$ cat src/rtl/qlearn_pkg.sv
`default_nettype none
// ============================================================================
// Package     : qlearn_pkg
// Description : Shared types and constants for the Q-learning traffic-light
//               agent: Q-value width, action count, Q-row type, and the
//               update-controller FSM state encoding.
// Revision    : 1.0 - initial release
// ============================================================================
package qlearn_pkg;

  localparam int Q_W     = 32;
  localparam int NUM_ACT = 4;
  localparam int ACT_W   = 2;

  // One signed Q value and one row of NUM_ACT of them
  typedef logic signed [Q_W-1:0] q_val_t;
  typedef q_val_t [NUM_ACT-1:0]  q_row_t;

  // Update-controller FSM states
  typedef enum logic [2:0] {
    ST_IDLE  = 3'd0,
    ST_BEAT0 = 3'd1,
    ST_BEAT1 = 3'd2,
    ST_WAIT  = 3'd3,
    ST_WRITE = 3'd4
  } fsm_state_t;

endpackage : qlearn_pkg
`default_nettype wire

$ cat src/rtl/q_argmax4.sv
`default_nettype none
// ============================================================================
// Module      : q_argmax4
// Description : Combinational signed argmax/max over a 4-entry Q row using a
//               two-level compare tree. Ties resolve to the lowest index, so
//               an all-equal row yields index 0.
// Revision    : 1.0 - initial release
// ============================================================================
module q_argmax4
  import qlearn_pkg::*;
(
  input  q_row_t           row,
  output logic [ACT_W-1:0] idx,
  output logic [Q_W-1:0]   max_val
);

  logic   lo_sel;
  logic   hi_sel;
  logic   top_sel;
  q_val_t lo_max;
  q_val_t hi_max;

  // Pairwise compares, then winner-vs-winner; strict '>' keeps the lower index on ties
  always_comb begin
    lo_sel  = $signed(row[1]) > $signed(row[0]);
    lo_max  = lo_sel ? row[1] : row[0];
    hi_sel  = $signed(row[3]) > $signed(row[2]);
    hi_max  = hi_sel ? row[3] : row[2];
    top_sel = $signed(hi_max) > $signed(lo_max);
    idx     = top_sel ? {1'b1, hi_sel} : {1'b0, lo_sel};
    max_val = top_sel ? hi_max : lo_max;
  end

endmodule : q_argmax4
`default_nettype wire

$ cat src/rtl/q_table_ctrl.sv
`default_nettype none
// ============================================================================
// Module      : q_table_ctrl
// Description : Owns the NUM_STATES x 4 signed Q-table and sequences one
//               Bellman update per accepted (S, A, R, S') tuple: presents
//               row S, then row S' with argmax/A/R, waits QA_LATENCY cycles
//               and writes qa_qnew back to Q[S][A].
// Options     : `define QTBL_POLICY_PORT_EN adds a registered policy read
//               port (pol_state -> pol_action / pol_qmax).
// Revision    : 1.0 - initial release
// ============================================================================
module q_table_ctrl
  import qlearn_pkg::*;
#(
  parameter int NUM_STATES = 16,
  parameter int STATE_W    = 4,
  parameter int QA_LATENCY = 5
) (
  input  logic               clk,
  input  logic               rst_n,
  input  logic               exp_valid,
  output logic               exp_ready,
  input  logic [STATE_W-1:0] exp_s,
  input  logic [ACT_W-1:0]   exp_a,
  input  logic [Q_W-1:0]     exp_r,
  input  logic [STATE_W-1:0] exp_s_next,
  output logic [Q_W-1:0]     qa_q0,
  output logic [Q_W-1:0]     qa_q1,
  output logic [Q_W-1:0]     qa_q2,
  output logic [Q_W-1:0]     qa_q3,
  output logic [ACT_W-1:0]   qa_a,
  output logic [ACT_W-1:0]   qa_amax,
  output logic [Q_W-1:0]     qa_r,
  input  logic [Q_W-1:0]     qa_qnew,
  output logic               upd_done
`ifdef QTBL_POLICY_PORT_EN
  ,
  input  logic [STATE_W-1:0] pol_state,
  output logic [ACT_W-1:0]   pol_action,
  output logic [Q_W-1:0]     pol_qmax
`endif
);

  // WAIT occupies QA_LATENCY cycles: counter runs 0 .. QA_LATENCY-1
  localparam int               CNT_W    = (QA_LATENCY > 1) ? $clog2(QA_LATENCY) : 1;
  localparam logic [CNT_W-1:0] CNT_LAST = CNT_W'(QA_LATENCY - 1);

  // Indices at or above NUM_STATES address no row
  function automatic logic state_ok(input logic [STATE_W-1:0] st);
    return 32'(st) < NUM_STATES;
  endfunction

  q_row_t tbl_q [NUM_STATES];

  fsm_state_t           state_q,     state_d;
  logic [STATE_W-1:0]   s_q,         s_d;
  logic [STATE_W-1:0]   sn_q,        sn_d;
  logic [ACT_W-1:0]     a_q,         a_d;
  logic [Q_W-1:0]       r_q,         r_d;
  logic [CNT_W-1:0]     cnt_q,       cnt_d;
  q_row_t               qa_row_q,    qa_row_d;
  logic [ACT_W-1:0]     qa_a_q,      qa_a_d;
  logic [ACT_W-1:0]     qa_amax_q,   qa_amax_d;
  logic [Q_W-1:0]       qa_r_q,      qa_r_d;
  logic                 upd_done_q,  upd_done_d;
  logic                 exp_ready_q, exp_ready_d;
  logic                 tbl_we;

  q_row_t               row_s;
  q_row_t               row_sn;
  logic [ACT_W-1:0]     amax_idx;
  logic [Q_W-1:0]       amax_val_unused;

  assign row_s  = state_ok(s_q)  ? tbl_q[s_q]  : '0;
  assign row_sn = state_ok(sn_q) ? tbl_q[sn_q] : '0;

  q_argmax4 u_argmax_upd (
    .row     (row_sn),
    .idx     (amax_idx),
    .max_val (amax_val_unused)
  );

  // Next-state and registered-output computation for the update sequencer
  always_comb begin
    state_d     = state_q;
    s_d         = s_q;
    sn_d        = sn_q;
    a_d         = a_q;
    r_d         = r_q;
    cnt_d       = cnt_q;
    qa_row_d    = qa_row_q;
    qa_a_d      = qa_a_q;
    qa_amax_d   = qa_amax_q;
    qa_r_d      = qa_r_q;
    upd_done_d  = 1'b0;
    exp_ready_d = exp_ready_q;
    tbl_we      = 1'b0;
    unique case (state_q)
      ST_IDLE: begin
        if (exp_valid) begin
          s_d         = exp_s;
          a_d         = exp_a;
          r_d         = exp_r;
          sn_d        = exp_s_next;
          exp_ready_d = 1'b0;
          state_d     = ST_BEAT0;
        end
      end
      ST_BEAT0: begin
        qa_row_d = row_s;
        state_d  = ST_BEAT1;
      end
      ST_BEAT1: begin
        qa_row_d  = row_sn;
        qa_amax_d = amax_idx;
        qa_a_d    = a_q;
        qa_r_d    = r_q;
        cnt_d     = '0;
        state_d   = ST_WAIT;
      end
      ST_WAIT: begin
        if (cnt_q == CNT_LAST) begin
          upd_done_d = 1'b1;
          state_d    = ST_WRITE;
        end else begin
          cnt_d = cnt_q + 1'b1;
        end
      end
      ST_WRITE: begin
        // qa_qnew is valid this cycle; out-of-range S suppresses the write
        tbl_we      = state_ok(s_q);
        exp_ready_d = 1'b1;
        state_d     = ST_IDLE;
      end
      default: begin
        exp_ready_d = 1'b1;
        state_d     = ST_IDLE;
      end
    endcase
  end

  // Sequencer state, latched tuple and registered qa_* outputs
  always_ff @(posedge clk or negedge rst_n) begin
    if (!rst_n) begin
      state_q     <= ST_IDLE;
      s_q         <= '0;
      sn_q        <= '0;
      a_q         <= '0;
      r_q         <= '0;
      cnt_q       <= '0;
      qa_row_q    <= '0;
      qa_a_q      <= '0;
      qa_amax_q   <= '0;
      qa_r_q      <= '0;
      upd_done_q  <= 1'b0;
      exp_ready_q <= 1'b1;
    end else begin
      state_q     <= state_d;
      s_q         <= s_d;
      sn_q        <= sn_d;
      a_q         <= a_d;
      r_q         <= r_d;
      cnt_q       <= cnt_d;
      qa_row_q    <= qa_row_d;
      qa_a_q      <= qa_a_d;
      qa_amax_q   <= qa_amax_d;
      qa_r_q      <= qa_r_d;
      upd_done_q  <= upd_done_d;
      exp_ready_q <= exp_ready_d;
    end
  end

  // Q-table storage; reset clears every entry and drops any pending write
  always_ff @(posedge clk or negedge rst_n) begin
    if (!rst_n) begin
      for (int i = 0; i < NUM_STATES; i++) begin
        tbl_q[i] <= '0;
      end
    end else if (tbl_we) begin
      tbl_q[s_q][a_q] <= qa_qnew;
    end
  end

  assign exp_ready = exp_ready_q;
  assign qa_q0     = qa_row_q[0];
  assign qa_q1     = qa_row_q[1];
  assign qa_q2     = qa_row_q[2];
  assign qa_q3     = qa_row_q[3];
  assign qa_a      = qa_a_q;
  assign qa_amax   = qa_amax_q;
  assign qa_r      = qa_r_q;
  assign upd_done  = upd_done_q;

`ifdef QTBL_POLICY_PORT_EN
  q_row_t           pol_row;
  logic [ACT_W-1:0] pol_action_d, pol_action_q;
  logic [Q_W-1:0]   pol_qmax_d,   pol_qmax_q;

  assign pol_row = state_ok(pol_state) ? tbl_q[pol_state] : '0;

  q_argmax4 u_argmax_pol (
    .row     (pol_row),
    .idx     (pol_action_d),
    .max_val (pol_qmax_d)
  );

  // Policy lookup registered once; reads the table before a same-cycle write
  always_ff @(posedge clk or negedge rst_n) begin
    if (!rst_n) begin
      pol_action_q <= '0;
      pol_qmax_q   <= '0;
    end else begin
      pol_action_q <= pol_action_d;
      pol_qmax_q   <= pol_qmax_d;
    end
  end

  assign pol_action = pol_action_q;
  assign pol_qmax   = pol_qmax_q;
`endif

endmodule : q_table_ctrl
`default_nettype wire

$ cat config.mk
export PLATFORM = sky130hd
export DESIGN_NAME = q_table_ctrl
export DESIGN_NICKNAME = d
export VERILOG_FILES = /design/src/rtl/qlearn_pkg.sv /design/src/rtl/q_argmax4.sv /design/src/rtl/q_table_ctrl.sv
export SDC_FILE = /design/constraint.sdc
export NUM_CORES = 2
export LEC_CHECK = 0
export CORE_MARGIN = 1
export CORE_UTILIZATION = 52
export DETAILED_ROUTE_END_ITERATION = 10
export PLACE_DENSITY = 0.79
export SLEW_MARGIN = 10
export SYNTH_ARGS = -nofsm -noshare
export SYNTH_HDL_FRONTEND = slang
export SYNTH_SLANG_ARGS = --single-unit
$ cat constraint.sdc
create_clock -name clk -period 11.6 [get_ports clk]
set_input_delay 2.32 -clock clk [delete_from_list [all_inputs] [get_ports clk]]
set_output_delay 2.32 -clock clk [all_outputs]
set_load 0.02 [all_outputs]
==> impl_metrics.yaml <==
route:
  vias: 73010
  drt_pre_antenna_iters: 6
  vias_per_inst: 6.934
  routed_wl_mm: 341.8
  first_iter_violations: 8160
  post-route-drc-count: 0
  drt.antenna.violating_nets: 0
  drt-wirelength-per-cell_um: 32.47
flow_run:
  maxCapViolCount: 0
place:
  dp_worst_setup_slack_ns: 3.090
  post-dp-hpwl_mm: 199.6
  place_congestion: 0.8827
  numPortBuffers: 242
clock_network:
  cts_made_buffers: 230
  h_tree_lvl_count: 4
  clk_pin_slew_ns: 0.06
  clkSinkCount: 2262
  tritoncts_clock_tree: "built"
  cts.root.buffer_cell: "sky130_fd_sc_hd__clkbuf_16"
  post_cts_resized: 0
  hold_buffers: 0
  cts_buffer_depth: 3
  clock_insertion_delay_worst_skew_ns: 0.91
  post-cts-setup-buffer-count: 0
setup_path:
  worst_setup_path_start_kind: "flip-flop"
  path_class: "reg -> reg"
  crit_required_ns: 12.34
  arrival_ns: 9.53
  setup.worst_path.end_class: "flip-flop"
  cp_max_fo: 84
yosys:
  synth_area_um2: 118700
  synth_top_cell_area_share_pct: 47.67
  synth.largest_area_cell: "sky130_fd_sc_hd__dfrtp_1"
  synth.most_common_cell: "sky130_fd_sc_hd__dfrtp_1"
  ys.flop_type: "sky130_fd_sc_hd__dfrtp_1"
  syn_inst: 7461
  synth_nets: 7636
  synth_top_cells_by_area: "sky130_fd_sc_hd__dfrtp_1 (48%), sky130_fd_sc_hd__mux4_2 (24%), sky130_fd_sc_hd__mux2_2 (20%), sky130_fd_sc_hd__clkbuf_1 (1.2%), sky130_fd_sc_hd__nand2_1 (1.1%)"
  mean_post_synth_cell_area_um2: 15.91
  synth.distinct_cells: 48
  postSynth.asyncResetShare_pct: 100.0
  yosys_warnings: 0
  synth-seq-cells: 2262
  number_of_enable_type_register_cells_in_the_synthesized_netlist: 0
  synth_commonest_cells: "sky130_fd_sc_hd__dfrtp_1 (2261), sky130_fd_sc_hd__mux2_2 (2080), sky130_fd_sc_hd__mux4_2 (1258)"
  yosysSeqAreaShare_pct: 47.69
power_and_ir_drop:
  vdd_drop_max_mv: 0.2684
  power_mw: 29.11
  power.density_nw_per_um2: 221.9
  leakage_nw: 55.80
global_routing:
  globalRouteTotalUtil_pct: 30.15
  grt_antenna_before_repair: 16
  pin_count_of_the_biggest_net_entering_global_routing: 189
  via_count_of_the_first_global_routing_pass: 76770
  grt_pass1_wl_mm: 514.9
  grt_remaining_overflow: 0
timing:
  fin_skew_ns: 0.06987
  achievable-frequency_ghz: 0.1137
  finalSetupViolCount: 0
  fin_hold_ws_ns: 0.4630
  min_period_over_period_pct: 75.82
  setup_repair_after_global_routing_missed_its_margin: "false"
  period_needed_ns: 8.795
  timing_worst_slew_pin_value_ns: 1.323
  setup_tns_ns: 0
  finalMaxSlewViolations: 0
  final_hold_viol_count: 0
  max_slew_margin_pct: 11.77
  layout_setup_ws_ns: 2.805
floorplanning:
  core_area_um2: 227100
  ios: 243
  row_count: 175
  dieArea_um2: 230200
  fp.dieH_um: 479.8
  initial_utilization_pct: 52.27
  die_w_um: 479.8
worst_hold_path:
  min_path_type: "reg -> reg"
final_layout:
  seq_area_um2: 56640
  finalCoreUtilization_pct: 57.76
  drive_gt1_share_pct: 53.19
  syn2layout_area_growth_pct: 10.50
  finalNetCount: 7494
  multi_input_area_um2: 58560
  final.fill_count: 16730
run_status:
  status: "finished, final reports clean"
==> flip-flops by register name, summed over array words and instances (netlist names) <==
register / cells
qa_a: 2
sn_q: 4
qa_q1: 32
qa_amax: 2
qa_q0: 32
a_q: 2
qa_q2: 32
qa_r: 32
tbl_q: 2048
r_q: 32
state_q: 3
exp_ready: 1
upd_done: 1
qa_q3: 32
s_q: 4
cnt_q: 3
==> worst paths after layout <==
path	start	slack (ns)	end	cells after the start
hold / removal	qa_q2[27]	0.46	qa_q2[27]	2
hold reg to reg	qa_q2[27]	0.46	qa_q2[27]	2
max in group asynchronous	rst_n	7.48	qa_q0[2]	4
setup reg to reg	sn_q[0]	2.81	qa_amax[0]	22
setup / recovery	sn_q[0]	2.81	qa_amax[0]	22
min in group asynchronous	rst_n	1.37	tbl_q[560]	1
==> critical path, cell delays in order (launching register included) <==
cell and delay [ns]:
sky130_fd_sc_hd__dfrtp_4 1.10, sky130_fd_sc_hd__buf_12 0.53, sky130_fd_sc_hd__mux4_2 0.62, sky130_fd_sc_hd__mux4_2 0.53
sky130_fd_sc_hd__inv_1 0.25, sky130_fd_sc_hd__ha_1 0.22, sky130_fd_sc_hd__nand4_1 0.26, sky130_fd_sc_hd__a2111oi_0 0.81
sky130_fd_sc_hd__or3_1 0.24, sky130_fd_sc_hd__o21ai_0 0.17, sky130_fd_sc_hd__a21oi_4 0.71, sky130_fd_sc_hd__buf_4 0.48
sky130_fd_sc_hd__o21ai_0 0.25, sky130_fd_sc_hd__buf_4 0.20, sky130_fd_sc_hd__ha_1 0.29, sky130_fd_sc_hd__nor2b_1 0.14
sky130_fd_sc_hd__o211ai_1 0.12, sky130_fd_sc_hd__a2111o_1 0.39, sky130_fd_sc_hd__o211ai_1 0.31, sky130_fd_sc_hd__a31oi_1 0.16
sky130_fd_sc_hd__nor2_1 0.25, sky130_fd_sc_hd__mux2i_1 0.21, sky130_fd_sc_hd__a21oi_1 0.09
==> cell type report <==
cell class	count	share of cell area [%]
Antenna cell	8	0.01526
Clock buffer	335	5.152
Clock inverter	89	0.9568
Inverter	72	0.2061
Multi-Input combinational cell	4345	44.65
Sequential cell	2262	43.18
Tap cell	3009	2.871
Timing Repair Buffer	408	2.971
==> report_power, final <==
group | internal [mW] | switching, mW | total (mW)
Combinational | 5.27 | 6.95 | 12.2
Clock | 4.57 | 3.26 | 7.84
Sequential | 8.43 | 0.622 | 9.05
Total | 18.3 | 10.8 | 29.1
==> cell usage in the layout, fill, tap and decap left out, types with 9 or more instances in the layout <==
master | synthesis | final
sky130_fd_sc_hd__nand2_4 | 0 | 10
sky130_fd_sc_hd__nor2b_1 | 30 | 30
sky130_fd_sc_hd__o21ai_1 | 0 | 13
sky130_fd_sc_hd__inv_1 | 72 | 72
sky130_fd_sc_hd__nand2_1 | 358 | 326
sky130_fd_sc_hd__a22oi_1 | 128 | 128
sky130_fd_sc_hd__clkbuf_16 | 0 | 235
sky130_fd_sc_hd__mux2i_1 | 55 | 55
sky130_fd_sc_hd__clkbuf_8 | 0 | 50
sky130_fd_sc_hd__buf_4 | 65 | 140
sky130_fd_sc_hd__nand4_1 | 19 | 19
sky130_fd_sc_hd__a211oi_1 | 27 | 27
sky130_fd_sc_hd__a21oi_1 | 64 | 64
sky130_fd_sc_hd__mux2_2 | 2080 | 2080
sky130_fd_sc_hd__mux4_2 | 1258 | 1258
sky130_fd_sc_hd__clkinvlp_4 | 0 | 12
sky130_fd_sc_hd__clkinv_2 | 0 | 35
sky130_fd_sc_hd__ha_1 | 98 | 98
sky130_fd_sc_hd__nand3_1 | 19 | 19
sky130_fd_sc_hd__buf_12 | 0 | 29
sky130_fd_sc_hd__clkdlybuf4s50_1 | 0 | 209
sky130_fd_sc_hd__o21ai_0 | 46 | 33
sky130_fd_sc_hd__nor2_1 | 43 | 27
sky130_fd_sc_hd__buf_2 | 233 | 29
sky130_fd_sc_hd__nor2_4 | 13 | 34
sky130_fd_sc_hd__mux2_1 | 45 | 45
sky130_fd_sc_hd__clkbuf_1 | 379 | 50
sky130_fd_sc_hd__nor3_1 | 10 | 9
sky130_fd_sc_hd__nand2_2 | 0 | 22
sky130_fd_sc_hd__dfrtp_1 | 2261 | 2253
sky130_fd_sc_hd__bufinv_16 | 0 | 24
==> stage by stage <==
| stage | cells | instance area (um2) |
|---|---|---|
| floorplan | 7461 | 118700 |
| global placement | 10100 | 123100 |
| detailed placement | 10100 | 123100 |
| CTS | 10520 | 131100 |
| global route | 10520 | 131100 |
| finish | 10530 | 131200 |
==> logic make-up (layout without fill, tap and decap cells) <==
| logic type | Yosys count | in the layout | synth area share (%) |
|---|---|---|---|
| adder cells (fa/ha/maj) | 98 | 98 | 1.033 |
| buffers and inverters | 854 | 904 | 3.234 |
| AND/OR/NAND/NOR | 519 | 519 | 1.930 |
| multiplexers | 3438 | 3438 | 44.50 |
| flip-flops | 2262 | 2262 | 47.69 |
| other | 0 | 8 | 0 |
| AO/OA/AOI/OAI | 290 | 290 | 1.613 |
==> per-layer routing <==
| layer | wire length [um] | track usage, % | part of all wire (%) |
|---|---|---|---|
| met1 | 134000 | 41.24 | 39 |
| met5 | 77 | 0 | 0.023 |
| met3 | 31260 | 6.486 | 9.1 |
| met2 | 161900 | 47.29 | 47 |
| met4 | 14620 | 12.13 | 4.3 |
Power figures use the tool's default switching activity.
